[src/rtl/fir_coeff_loader.sv]
// fir_coeff_loader
//
// Upstream stage of the reconfigurable transposed FIR filter. It accepts a
// burst of signed coefficients over a valid/ready handshake and buffers them
// in a small FIFO. It then writes them one per cycle into four coefficient
// RAM banks. The whole update window is bracketed with oCoeffiUpdateFlag.
//
// Optional feature: define CHECKSUM_EN to add oChecksum. oChecksum is the
// running modulo-2^16 sum of the coefficients written in the current load.
//
// Ports:
//   iClk_12M          system clock
//   iRsn              asynchronous active-low reset
//   iLoadStart        one-cycle load request (sampled only in IDLE)
//   iNumOfCoeff       tap count for the load (legal 1..MAX_COEFF)
//   iCoeffValid       coefficient valid
//   iCoeffData        signed coefficient
//   oCoeffReady       FIFO can take a coefficient
//   oCoeffiUpdateFlag high from ARM through DONE
//   oCsnRam, oWrnRam  active-low RAM chip select / write strobe
//   oBankSel          target bank 0..3
//   oAddrRam          local address 1..BANK_SIZE
//   oWrDtRam          write data
//   oNumOfCoeff       latched tap count
//   oBusy             FSM not in IDLE
//   oLoadDone         one-cycle completion pulse
//   oLoadErr          one-cycle pulse on a rejected start request
//   oChecksum         (CHECKSUM_EN only) running sum of written coefficients
`timescale 1ns/1ps

module fir_coeff_loader #(
    parameter int FIFO_DEPTH = 4,
    parameter int MAX_COEFF  = 33,
    parameter int BANK_SIZE  = 10,
    parameter int COEF_W     = 16
) (
    input  logic                     iClk_12M,
    input  logic                     iRsn,
    input  logic                     iLoadStart,
    input  logic [5:0]               iNumOfCoeff,
    input  logic                     iCoeffValid,
    input  logic signed [COEF_W-1:0] iCoeffData,
    output logic                     oCoeffReady,
    output logic                     oCoeffiUpdateFlag,
    output logic                     oCsnRam,
    output logic                     oWrnRam,
    output logic [1:0]               oBankSel,
    output logic [3:0]               oAddrRam,
    output logic signed [COEF_W-1:0] oWrDtRam,
    output logic [5:0]               oNumOfCoeff,
    output logic                     oBusy,
    output logic                     oLoadDone,
`ifdef CHECKSUM_EN
    output logic [15:0]              oChecksum,
`endif
    output logic                     oLoadErr
);

    localparam int PTR_W = $clog2(FIFO_DEPTH);
    localparam int CNT_W = $clog2(FIFO_DEPTH + 1);
    localparam logic [CNT_W-1:0] FULL_CNT  = CNT_W'(FIFO_DEPTH);
    localparam logic [5:0]       MAX_N     = 6'(MAX_COEFF);
    localparam logic [3:0]       LAST_ADDR = 4'(BANK_SIZE);

    typedef enum logic [1:0] {IDLE, ARM, WRITE, DONE} state_t;

    state_t state;

    logic signed [COEF_W-1:0] fifoMem [FIFO_DEPTH];
    logic [PTR_W-1:0] wrPtr;
    logic [PTR_W-1:0] rdPtr;
    logic [CNT_W-1:0] fifoCnt;
    logic [5:0]       acceptCnt;
    logic [5:0]       writeCnt;
    logic [1:0]       nextBank;
    logic [3:0]       nextAddr;
    logic             push;
    logic             pop;
    logic signed [COEF_W-1:0] popData;

    // Wrap the local address back to 1 once a bank is full.
    function automatic logic [3:0] advanceAddr(input logic [3:0] addr);
        return (addr == LAST_ADDR) ? 4'd1 : addr + 4'd1;
    endfunction

    // Ready depends only on registered state. A full FIFO therefore never
    // sees a push in the same cycle as a pop.
    assign oCoeffReady = ((state == ARM) || (state == WRITE)) &&
                         (fifoCnt != FULL_CNT) && (acceptCnt < oNumOfCoeff);
    assign push    = iCoeffValid && oCoeffReady;
    assign pop     = (state == WRITE) && (fifoCnt != '0);
    assign popData = fifoMem[rdPtr];

    // ---- stage p0: FIFO storage (data only, no reset) ----
    always_ff @(posedge iClk_12M) begin
        if (push) begin
            fifoMem[wrPtr] <= iCoeffData;
        end
    end

    // ---- stage p1: control FSM and registered RAM interface ----
    always_ff @(posedge iClk_12M or negedge iRsn) begin
        if (!iRsn) begin
            state             <= IDLE;
            wrPtr             <= '0;
            rdPtr             <= '0;
            fifoCnt           <= '0;
            acceptCnt         <= '0;
            writeCnt          <= '0;
            nextBank          <= '0;
            nextAddr          <= 4'd1;
            oCoeffiUpdateFlag <= 1'b0;
            oCsnRam           <= 1'b1;
            oWrnRam           <= 1'b1;
            oBankSel          <= '0;
            oAddrRam          <= 4'd1;
            oWrDtRam          <= '0;
            oNumOfCoeff       <= '0;
            oBusy             <= 1'b0;
            oLoadDone         <= 1'b0;
            oLoadErr          <= 1'b0;
`ifdef CHECKSUM_EN
            oChecksum         <= '0;
`endif
        end else begin
            oLoadDone <= 1'b0;
            oLoadErr  <= 1'b0;

            if (push) begin
                wrPtr     <= wrPtr + 1'b1;
                acceptCnt <= acceptCnt + 6'd1;
            end
            if (pop) begin
                rdPtr <= rdPtr + 1'b1;
            end
            case ({push, pop})
                2'b10:   fifoCnt <= fifoCnt + 1'b1;
                2'b01:   fifoCnt <= fifoCnt - 1'b1;
                default: fifoCnt <= fifoCnt;
            endcase

            case (state)
                IDLE: begin
                    if (iLoadStart) begin
                        if ((iNumOfCoeff != 6'd0) && (iNumOfCoeff <= MAX_N)) begin
                            state             <= ARM;
                            oNumOfCoeff       <= iNumOfCoeff;
                            oCoeffiUpdateFlag <= 1'b1;
                            oBusy             <= 1'b1;
                            acceptCnt         <= '0;
                            writeCnt          <= '0;
                            nextBank          <= '0;
                            nextAddr          <= 4'd1;
`ifdef CHECKSUM_EN
                            oChecksum         <= '0;
`endif
                        end else begin
                            oLoadErr <= 1'b1;
                        end
                    end
                end
                ARM: begin
                    state <= WRITE;
                end
                WRITE: begin
                    if (pop) begin
                        oCsnRam  <= 1'b0;
                        oWrnRam  <= 1'b0;
                        oWrDtRam <= popData;
                        oBankSel <= nextBank;
                        oAddrRam <= nextAddr;
                        nextAddr <= advanceAddr(nextAddr);
                        if (nextAddr == LAST_ADDR) begin
                            nextBank <= nextBank + 2'd1;
                        end
                        writeCnt <= writeCnt + 6'd1;
`ifdef CHECKSUM_EN
                        oChecksum <= oChecksum + $unsigned(popData);
`endif
                        if (writeCnt + 6'd1 == oNumOfCoeff) begin
                            state <= DONE;
                        end
                    end else begin
                        // Upstream gap: deselect the RAM, hold address/data.
                        oCsnRam <= 1'b1;
                        oWrnRam <= 1'b1;
                    end
                end
                DONE: begin
                    oCsnRam           <= 1'b1;
                    oWrnRam           <= 1'b1;
                    oLoadDone         <= 1'b1;
                    oCoeffiUpdateFlag <= 1'b0;
                    oBusy             <= 1'b0;
                    acceptCnt         <= '0;
                    state             <= IDLE;
                end
                default: state <= IDLE;
            endcase
        end
    end

endmodule

[config.mk]
export PLATFORM = sky130hd
export DESIGN_NAME = fir_coeff_loader
export DESIGN_NICKNAME = d
export VERILOG_FILES = /design/src/rtl/fir_coeff_loader.sv
export SDC_FILE = /design/constraint.sdc
export NUM_CORES = 1
export LEC_CHECK = 0
export CELL_PAD_IN_SITES_DETAIL_PLACEMENT = 1
export CELL_PAD_IN_SITES_GLOBAL_PLACEMENT = 2
export CORE_MARGIN = 2
export CORE_UTILIZATION = 36
export DETAILED_ROUTE_END_ITERATION = 16
export GPL_ROUTABILITY_DRIVEN = 0
export GPL_TIMING_DRIVEN = 0
export PLACE_DENSITY_LB_ADDON = 0.15
export RECOVER_POWER = 50
export SLEW_MARGIN = 20
export SYNTH_ARGS = -nofsm -noshare
export SYNTH_HDL_FRONTEND = slang
export SYNTH_SLANG_ARGS = --single-unit
export TNS_END_PERCENT = 100
[constraint.sdc]
create_clock -name iClk_12M -period 2.5 [get_ports iClk_12M]
set_input_delay 0.75 -clock iClk_12M [delete_from_list [all_inputs] [get_ports iClk_12M]]
set_output_delay 0.75 -clock iClk_12M [all_outputs]
set_load 0.02 [all_outputs]
Yosys cells after proc, flatten, opt, wreduce, memory -nomap -nowiden
Memory sizes are Yosys's and may differ from the RTL's. A register that Yosys moved wholly into a read port is not among the register bits.
Cells that the tools add are included.

operators by class
  add/subtract/negate cells = 8
  order comparisons = 2
  equal/unequal tests = 13
  muxes and demuxes = 35
  reductions and logical operators = 20

operators with widths
  kind                 number
  $mux 6               6
  $pmux 6 s2           2
  $mux 2               8
  $mux 4               4
  $add 6x1->6 const B  2
  $mux 1               9
  $pmux 2 s4           1
  $pmux 4 s2           1
  $reduce_and 4->1     2
  $reduce_bool 2->1    4
  $add 2x1->2 const B  3
  $eq 2x2->1 const B   3
  $eq 6x6->1           1
  $le 6x6->1 const B   1
  $lt 6x6->1           1
  $ne 2x2->1 const B   3
  $pmux 3 s2           1
  $reduce_and 3->1     2
  $reduce_bool 6->1    1
  $logic_and 1x1->1    5
  $reduce_and 5->1     1
  $add 4x1->4 const B  1
  $eq 2x1->1 const B   2
  $eq 4x4->1 const B   1
  other kinds (11)     13

storage, ports and cells
  bits in registers = 43
  bits in writable memories = 64
  bits of input ports = 26
  output and inout port bits = 35
  logic and storage cells = 94
  memories = 1

memory list
  memory   words  bits a word  read ports  clocked after Yosys merged registers in  wr ports  RTL line  RTL
  fifoMem  4      16           1           1                                        1         69        logic signed [COEF_W-1:0] fifoMem [FIFO_DEPTH];

Depth between registers and ports, before layout
  depth after elaboration = 9
  depth in mapped cells = 14

Worst setup path after synthesis
No wires, ideal clock.

  path kind = reg-to-reg
  start point = register oNumOfCoeff[5]
  end point = register fifoCnt[1]
  setup time = 83 ps
  data arrival time = 2,526 ps
  required time = 2,417 ps
  path slack = -109 ps
  stages on the path, launching flop included = 12
  period minus slack after synthesis = 2,609 ps
  cells stage by stage = dfrtp_1 inv_1 ha_1 a221oi_1 nand2_1 a21oi_2 buf_2 inv_1 ha_1 inv_1 fa_1 o21ai_0

between the ends
  longest elaborated chain between the ends = 5
  elaborated cells between the ends (all ways) = 7
  those cells by class = 1 x order compare; 2 x eq/ne; 1 x mux; 3 x reduce/logical

ends and longest elaborated chain
  element                                                 RTL line  RTL
  start, declared                                         50        output logic [5:0] oNumOfCoeff,
  start signal, assigned                                  147       oNumOfCoeff <= iNumOfCoeff;
  $lt 6x6->1 (*)                                          89        (fifoCnt != FULL_CNT) && (acceptCnt < oNumOfCoeff);
  $logic_and 1x1->1 (*)                                   89
  $logic_and 1x1->1 (*)                                   90        assign push = iCoeffValid && oCoeffReady;
  $eq 2x1->1 / $eq 2x2->1 (equally long branches)         136       case ({push, pop})
  $pmux 3 s2 / $reduce_bool 2->1 (equally long branches)  n/a
  end signal, assigned                                    137       2'b10: fifoCnt <= fifoCnt + 1'b1;
  end signal, assigned                                    138       2'b01: fifoCnt <= fifoCnt - 1'b1;
  end signal, assigned                                    139       default: fifoCnt <= fifoCnt;
  end, declared                                           72        logic [CNT_W-1:0] fifoCnt;

Mark *: on every way between the ends. The rest lies on a longest branch, timed or not.
A chain may end at the register's enable or synchronous reset.

Worst setup path after layout
  start point = register state[0]
  end point = output port oCoeffReady

between the ends
  longest elaborated chain between the ends = 4
  elaborated cells between the ends (all ways) = 5
  those cells by class = 2 x eq/ne; 3 x reduce/logical

ends and longest elaborated chain
  element                                          RTL line  RTL
  start, declared                                  67        state_t state;
  start signal, assigned                           104       state <= IDLE;
  start signal, assigned                           146       state <= ARM;
  start signal, assigned                           163       state <= WRITE;
  $eq 2x1->1 / $eq 2x2->1 (equally long branches)  88        assign oCoeffReady = ((state == ARM) || (state == WRITE)) &&
  $logic_or 1x1->1 (*)                             88
  $logic_and 1x1->1 (*)                            88
  $logic_and 1x1->1 (*)                            89
  end, declared                                    43        output logic oCoeffReady,

Marks and branches as above.

==> flow_summary.json <==
{
  "drt_first_pass_iters": 4,
  "die-area_um2": 15500,
  "hold_path.class": "in2async",
  "drt_drc_violations_left": 0,
  "ir_drop_mv": 0.535,
  "rrSetupSlack_ns": 0.06,
  "hold_ws_ns": 0.358,
  "cp.required_ns": 1.75,
  "area_delta_synth_final_pct": 32.1,
  "coreArea_um2": 14400,
  "cts_tree": "yes",
  "worst_slew_pin_slew_ns": 1.30,
  "drt-total-wl_um": 10900,
  "yosys_warnings": 0,
  "synth-edff-count": 64,
  "reg2reg_depth": 15,
  "antenna_cells": 0,
  "rsz0062_at_grt": "yes",
  "die_h_um": 125,
  "slew_headroom_pct": 13.5,
  "timing.fmax_mhz": 397,
  "place_ws_ns": -0.582,
  "grt_max_degree": 50,
  "cp-end-kind": "output pin",
  "viasPerCell": 4.84,
  "drt-initial-drc-count": 156,
  "finalClockSkew_ns": 0.00905,
  "hold_viol": 0,
  "rr_startpoint": "state[0]",
  "antenna_found_initial": 0,
  "clk_pin_slew_worst_paths_ns": 0.06,
  "p_leak_nw": 2.69,
  "cap_violations": 0,
  "avgRoutedWirePerCell_um": 16.8,
  "cp.arrival_ns": 1.77,
  "numPortBuffers": 60,
  "grt.overflow.total": 0,
  "async_flop_share_pct": 48.0,
  "root_buffer": "clkbuf_16",
  "cts.path.max_buffers": 2,
  "post-dp-hpwl_um": 7070,
  "period_minus_slack_ns": 2.52,
  "power_mw": 9.72,
  "nNetsFinal": 494,
  "worst_slack_ns": -0.0194,
  "avgSynthCellArea_um2": 14.7,
  "worstSetupPathType": "reg2out",
  "period_share_pct": 101,
  "die_width_um": 125,
  "initial_core_util_pct": 36.4,
  "grtUsageTotal_pct": 15.2,
  "reg2reg_to": "fifoCnt[2]",
  "start_kind": "flip-flop",
  "p_per_area_nw_per_um2": 1410,
  "clock_latency_ns": 0.42,
  "syn_nets": 401,
  "critPathMaxFanout": 3,
  "status": "finished, violations left",
  "synth-main-ff-cell": "edfxtp_1",
  "grt_pass1_wl_um": 18100,
  "cts_htree_levels": 4,
  "setup-violations-final": 1,
  "netlist_instances": 357,
  "drive_gt1_share_pct": 28.1,
  "cts_buffers": 17,
  "syn-cell-area_um2": 5230,
  "grt_pass1_vias": 3347,
  "cts.sinks": 123,
  "ant_nets": 0,
  "yosysSeqAreaShare_pct": 65.0,
  "ys_ff_latch": 123,
  "vias": 3129,
  "ys_types": 47,
  "ios": 61,
  "slew_viol_final": 0,
  "violations": "negative setup slack",
  "fp-row-count": 44
}
## cell type report
type / count / area, µm²
inverters: 19 / 71.3
fillers: 1416 / 7460
multi-input cells: 202 / 1830
clock buffers: 18 / 429
clock inverters: 14 / 174
well taps: 184 / 230
plain buffers: 12 / 76.3
repair buffers: 75 / 702
flip-flops and latches: 123 / 3400
## layout by cell type, fill, tap and decap left out, types with 5 or more instances in the layout
master	Yosys	layout
a21oi_1	7	5
buf_4	2	18
clkbuf_1	5	5
clkbuf_16	0	17
clkdlybuf4s50_1	0	42
clkinv_4	0	5
dfrtp_1	56	55
dlygate4sd3_1	0	16
edfxtp_1	64	64
ha_1	17	11
inv_1	19	15
mux2_2	18	18
mux4_2	16	16
nand2_1	35	34
nand3_1	8	8
nor2_1	18	17
o21ai_0	15	14
xnor2_1	13	13
## synthesized netlist by cell type (7+ instances only)
| cell type | number | area (µm²) |
|---|---|---|
| ha_1 | 17 | 213 |
| inv_1 | 19 | 71.3 |
| nor2_1 | 18 | 67.6 |
| dfrtp_1 | 56 | 1400 |
| nand3_1 | 8 | 40.0 |
| a21oi_1 | 7 | 35.0 |
| mux4_2 | 16 | 360 |
| mux2_2 | 18 | 203 |
| nand2_1 | 35 | 131 |
| edfxtp_1 | 64 | 1920 |
| o21ai_0 | 15 | 75.1 |
| xnor2_1 | 13 | 114 |
## metrics by stage
step	TNS, ns	instance area (µm²)	util (%)	cells
finish	-0.0194	6910	48.1	647
global route	-0.390	6910	48.1	647
CTS	-0.106	6850	47.6	642
detailed placement	-41.84	6100	42.5	602
global placement	-129.41	6080	42.3	601
floorplan	0	5250	-	357
## worst max-delay path by stage
| stage | from | endpoint | slack [ns] | depth (start not counted) |
|---|---|---|---|---|
| 4_1_cts | oNumOfCoeff[5] | oCoeffReady | -0.07 | 5 |
| 5_1_grt | iNumOfCoeff[2] | state[1] | -0.11 | 7 |
| 3_5_place_dp | state[1] | fifoMem[0][14] | -0.58 | 8 |
| 3_3_place_gp | iRsn | oNumOfCoeff[5] | -1.81 | 1 |
| 2_1_floorplan | oNumOfCoeff[5] | fifoCnt[1] | 0.02 | 11 |
| 6_report | state[0] | oCoeffReady | -0.02 | 6 |
## critical path, cell delays in order (launching register included)
cell      delay, ns
dfrtp_1        0.36
inv_2          0.08
ha_4           0.29
nand2b_4       0.06
a221oi_4       0.19
a21boi_2       0.22
buf_4          0.16
## flip-flops by register name (all words and copies together), names as in the netlist
register,flops
writeCnt,6
oLoadDone,1
oBankSel,2
oAddrRam,4
fifoMem,64
oBusy,1
nextAddr,4
fifoCnt,3
oLoadErr,1
oWrDtRam,16
oNumOfCoeff,6
oWrnRam,1
state,2
rdPtr,2
acceptCnt,6
wrPtr,2
nextBank,2
## report_power, final
group | switching [mW] | internal [mW]
Combinational | 2.07 | 2.01
Clock | 0.910 | 1.57
Sequential | 0.351 | 2.81
## what timing repair did
action,4_1_cts,5_1_grt
endpoints found under the setup margin,68,17
pin swaps,5,6
hold buffers,0,0
buffers inserted,9,5
resized for setup,24,19
## cells by family (layout without fill, tap and decap cells)
kind of cell | after synthesis | in the layout | share of synthesized area, %
compound gates | 46 | 46 | 5.84
xor+xnor | 18 | 18 | 3.01
fa+ha+maj | 18 | 18 | 4.45
buf+inv | 32 | 138 | 2.70
flops | 123 | 123 | 65.0
mux | 38 | 38 | 11.6
simple gates | 82 | 82 | 7.34
## metal layers
| metal | GRT usage (%) | share of wire, % |
|---|---|---|
| met5 | 0 | 0 |
| met4 | 6.15 | 1.6 |
| met3 | 4.08 | 3.8 |
| met2 | 24.5 | 50 |
| met1 | 19.7 | 44 |
Note: power is estimated with default switching activity, not from simulation.
